`src/rtl/c_hazard_controller.sv`:
```
// Hazard, forwarding and multi-cycle sequencing control for the five-stage core.
// Optional stall-cycle performance counter enabled with `define HAZ_PERF_CNT_EN.
module c_hazard_controller #(
  parameter int MC_TIMEOUT = 64,
  parameter int CNT_W      = 16
) (
  input  logic             clk,
  input  logic             reset,
  input  logic [4:0]       Rs1D,
  input  logic [4:0]       Rs2D,
  input  logic [4:0]       Rs1E,
  input  logic [4:0]       Rs2E,
  input  logic [4:0]       RdE,
  input  logic [4:0]       RdM,
  input  logic [4:0]       RdW,
  input  logic             RegWE_W_E,
  input  logic             RegWE_M,
  input  logic             RegWE_W,
  input  logic             LoadM,
  input  logic             branch_taken_E,
  input  logic             mc_start_E,
  input  logic             mc_done,
  output logic             StallF,
  output logic             StallD,
  output logic             StallE,
  output logic             FlushD,
  output logic             FlushE,
  output logic             FlushM,
  output logic [1:0]       ForwardAE,
  output logic [1:0]       ForwardBE,
  output logic             mc_go,
  output logic             mc_timeout
`ifdef HAZ_PERF_CNT_EN
  ,
  output logic [CNT_W-1:0] stall_cycles
`endif
);

  localparam int BW = $clog2(MC_TIMEOUT) + 1;
  localparam logic [BW-1:0] LAST_CNT = BW'(MC_TIMEOUT - 1);

  typedef enum logic {RUN, MC_BUSY} state_t;

  state_t         state_q, state_d;
  logic [BW-1:0]  busy_cnt_q, busy_cnt_d;
  logic           timeout_q, timeout_d;
  logic           lu_d, lu_e;

  // M result wins over W; a load in M has no value yet so it never forwards.
  function automatic logic [1:0] fwd_sel(input logic [4:0] rs, input logic we_m,
                                         input logic ld_m, input logic [4:0] rd_m,
                                         input logic we_w, input logic [4:0] rd_w);
    if (we_m && !ld_m && rd_m != 5'd0 && rd_m == rs) return 2'b10;
    else if (we_w && rd_w != 5'd0 && rd_w == rs)     return 2'b01;
    else                                             return 2'b00;
  endfunction

  assign lu_d = RegWE_W_E && RdE != 5'd0 && (RdE == Rs1D || RdE == Rs2D);
  assign lu_e = LoadM && RegWE_M && RdM != 5'd0 && (RdM == Rs1E || RdM == Rs2E);

  always_comb begin
    StallF     = 1'b0;
    StallD     = 1'b0;
    StallE     = 1'b0;
    FlushD     = 1'b0;
    FlushE     = 1'b0;
    FlushM     = 1'b0;
    ForwardAE  = 2'b00;
    ForwardBE  = 2'b00;
    mc_go      = 1'b0;
    mc_timeout = 1'b0;
    state_d    = state_q;
    busy_cnt_d = busy_cnt_q;
    timeout_d  = timeout_q;
    // Outputs are forced quiet for as long as reset is held low.
    if (reset) begin
      mc_timeout = timeout_q;
      ForwardAE  = fwd_sel(Rs1E, RegWE_M, LoadM, RdM, RegWE_W, RdW);
      ForwardBE  = fwd_sel(Rs2E, RegWE_M, LoadM, RdM, RegWE_W, RdW);
      case (state_q)
        RUN: begin
          if (branch_taken_E) begin
            FlushD = 1'b1;
            FlushE = 1'b1;
          end else if (lu_e) begin
            StallF = 1'b1;
            StallD = 1'b1;
            StallE = 1'b1;
            FlushM = 1'b1;
          end else if (mc_start_E) begin
            mc_go      = 1'b1;
            StallF     = 1'b1;
            StallD     = 1'b1;
            StallE     = 1'b1;
            FlushM     = 1'b1;
            state_d    = MC_BUSY;
            busy_cnt_d = '0;
          end else if (lu_d) begin
            StallF = 1'b1;
            StallD = 1'b1;
            FlushE = 1'b1;
          end
        end
        MC_BUSY: begin
          if (mc_done) begin
            state_d = RUN;
          end else if (busy_cnt_q == LAST_CNT) begin
            timeout_d = 1'b1;
            state_d   = RUN;
          end else begin
            StallF = 1'b1;
            StallD = 1'b1;
            StallE = 1'b1;
            FlushM = 1'b1;
            if (busy_cnt_q != '1) busy_cnt_d = busy_cnt_q + BW'(1);
          end
        end
        default: state_d = RUN;
      endcase
    end
  end

  always_ff @(posedge clk or negedge reset) begin
    if (!reset) begin
      state_q    <= RUN;
      busy_cnt_q <= '0;
      timeout_q  <= 1'b0;
    end else begin
      state_q    <= state_d;
      busy_cnt_q <= busy_cnt_d;
      timeout_q  <= timeout_d;
    end
  end

`ifdef HAZ_PERF_CNT_EN
  always_ff @(posedge clk or negedge reset) begin
    if (!reset)                              stall_cycles <= '0;
    else if (StallD && stall_cycles != '1)   stall_cycles <= stall_cycles + CNT_W'(1);
  end
`endif

endmodule

```
`config.mk`:
```
export PLATFORM = sky130hd
export DESIGN_NAME = c_hazard_controller
export DESIGN_NICKNAME = d
export VERILOG_FILES = /design/src/rtl/c_hazard_controller.sv
export SDC_FILE = /design/constraint.sdc
export NUM_CORES = 1
export LEC_CHECK = 0
export BUFFER_PORTS_ARGS = -buffer_cell sky130_fd_sc_hd__buf_2
export CAP_MARGIN = 20
export CORE_MARGIN = 3
export CORE_UTILIZATION = 30
export DETAILED_ROUTE_END_ITERATION = 12
export SLEW_MARGIN = 5
export SYNTH_ARGS = -nofsm -noshare
export SYNTH_HDL_FRONTEND = slang
export SYNTH_SLANG_ARGS = --single-unit
```
`constraint.sdc`:
```
create_clock -name clk -period 3.6 [get_ports clk]
set_input_delay 0.36 -clock clk [delete_from_list [all_inputs] [get_ports clk]]
set_output_delay 0.36 -clock clk [all_outputs]
set_load 0.05 [all_outputs]
```
==> flow_metrics.tcl <==
set metrics [dict create \
    status "completed" \
    reg2reg_slack_ns 1.90 \
    detail-route-antenna-nets 0 \
    grt_pass1_wl_um 4780 \
    place_ws_ns 1.28 \
    hold_class "register to register" \
    grt-ovfl-total 0 \
    areaGrowthSynthToFinish_pct 34.6 \
    ctsHtreeMaxLevel 1 \
    hold_path.startpoint "timeout_q" \
    arrival_ns 2.33 \
    post-cts-setup-buffer-count 0 \
    worst_setup_path_start_kind "input port" \
    min_period_ns 2.69 \
    cts_resized 0 \
    end_kind "output pin" \
    worstPathRequired_ns 3.24 \
    clkLatencyLatePin_ns 0.27 \
    setup_viol 0 \
    start_util_pct 32.3 \
    cts_tree "built" \
    p_total_mw 0.386 \
    antenna_found_initial 0 \
    rsz0062_at_grt "no" \
    clk_pin_slew_worst_paths_ns 0.07 \
    routed_wl_um 2730 \
    clockBufferDepth 2 \
    cts_made_buffers 3 \
    die_x_um 64.3 \
    yosysSeqAreaShare_pct 22.1 \
    synth_edf_count 0 \
    nFillCells 348 \
    yosysWarnings 0 \
    wire_per_inst_um 12.3 \
    grtUsageTotal_pct 14.3 \
    grt_use_met3_pct 3.51 \
    synth_cells 121 \
    avgSynthCellArea_um2 8.43 \
    syn_area_um2 1020 \
    first_pass_iters 4 \
    powerDensity_nw_per_um2 281 \
    port_buffers 55 \
    antenna-diode-count 0 \
    dieHeight_um 64.3 \
    first_global_vias 1099 \
    dieArea_um2 4130 \
    fin_crit_sh_pct 74.7 \
    cts_num_sinks 9 \
    tns_ns 0 \
    r2r_start "busy_cnt_q[0]" \
    syn-num-nets 166 \
    cap_viol_max_count 0 \
    stdcell_area_um2 1370 \
    first_iter_violations 11 \
    grt_max_degree 18 \
    criticalPathCategory "input port to output pin" \
    crit_start "reset" \
    placed_cell_area_um2 1340 \
    crit_fanout 17 \
    hold_violations 0 \
    holdWs_ns 0.450 \
    holdBufCountCts 1 \
    cts-root-buf "clkbuf_4" \
    use_met1_pct 16.4 \
    hpwlAfterDp_um 2370 \
    met2_usage_pct 25.6 \
    slew_headroom_pct 76.1 \
    drive_above_1_share_pct 39.7 \
    drcViolationCount 0 \
    final_core_util_pct 43.5 \
    ioPinCount 56 \
    drv_slew 0 \
    setup_ws_ns 0.910 \
    async_flop_share_pct 100 \
    final_cells 223 \
    synth.distinct_cells 41 \
    synth_ff_type "dfrtp_1" \
    final_nets 225 \
    vdd_ir_drop_max_uv 90.6 \
    fp.coreArea_um2 3150 \
    viasPerCell 4.91 \
    grt_busiest_layer "met2" \
    fmax_mhz 372 \
    worstMarginPinSlew_ns 0.355 \
    gp_congestion 0.836 \
    vias 1095 \
    p_leak_nw 0.654 \
    dp_cells 218 \
    rows 20 \
    synth_seq_cells 9 \
    fin_worst_skew_ns 0.00935 \
]
[cells in the mapped netlist, types with 2 or more instances]
cell type	instances	area share (%)
xor2_1	16	14
xnor2_1	15	13
dfrtp_1	9	22
nand3_1	9	4.4
nand2_1	8	2.9
nor2_1	7	2.6
nor3_1	5	2.5
a21oi_1	4	2.0
inv_1	3	1.1
nor2b_1	3	1.8
o21ai_0	3	1.5
a21o_1	2	1.5
a31oi_2	2	2.5
and2_1	2	1.2
and3_1	2	1.2
buf_4	2	1.5
nor3_2	2	2.0
nor4_1	2	1.2
o21ai_1	2	0.98
or4_1	2	1.5
[worst paths after layout]
path / endpoint / depth (start not counted)
setup / recovery: ForwardAE[0] / 7
hold / removal: timeout_q / 1
setup reg to reg: busy_cnt_q[2] / 6
hold reg to reg: timeout_q / 1
max in group asynchronous: busy_cnt_q[3] / 2
min in group asynchronous: timeout_q / 2
[critical path: stages]
cell           delay (ns)
dlygate4sd3_1        0.52
buf_2                0.31
o211ai_1             0.18
nor4_1               0.40
nand3_1              0.12
a21oi_1              0.15
buf_2                0.29
[where the power goes]
part / switching (mW) / internal [mW]
clock: 0.0372 / 0.0410
combinational: 0.0982 / 0.0711
sequential: 0.0210 / 0.117
total: 0.157 / 0.229
[cell families (layout without fill, tap and decap cells)]
logic type / after synthesis / in the layout / share of synthesized area (%)
multiplexers: 1 / 1 / 0.982
buffers and inverters: 5 / 63 / 2.58
flip-flops: 9 / 9 / 22.1
XOR/XNOR: 31 / 31 / 26.6
AO/OA/AOI/OAI: 24 / 24 / 19.5
AND/OR/NAND/NOR: 50 / 50 / 27.0
adder cells (fa/ha/maj): 1 / 1 / 1.23
[per-layer routing]
| layer | vias to the layer above | share of wire, % |
|---|---|---|
| li1 | 551 | - |
| met1 | 503 | 41 |
| met2 | 35 | 50 |
| met3 | 6 | 7.7 |
| met4 | 0 | 1.5 |
| met5 | - | 0 |
[cells in the final DEF (no fill, tap or decap), types with 4 or more instances in the layout]
cell type and n:
nor2_1 7, xnor2_1 15, nor3_1 5, nand3_1 9, xor2_1 16, dfrtp_1 9
nand2_1 8, buf_2 55, a21oi_1 4
[registers in the layout, indices dropped and copies added, names as in the netlist]
name,count
state_q,1
busy_cnt_q,7
timeout_q,1
[final cells by class]
type | count | area (um2) | area share (%)
Clock buffer | 3 | 22.5 | 1.64
Multi-Input combinational cell | 107 | 768 | 56.0
Timing Repair Buffer | 56 | 285 | 20.8
Tap cell | 44 | 55.1 | 4.01
Inverter | 3 | 11.3 | 0.820
Clock inverter | 1 | 5.00 | 0.365
Sequential cell | 9 | 225 | 16.4
Power figures use the tool's default switching activity.
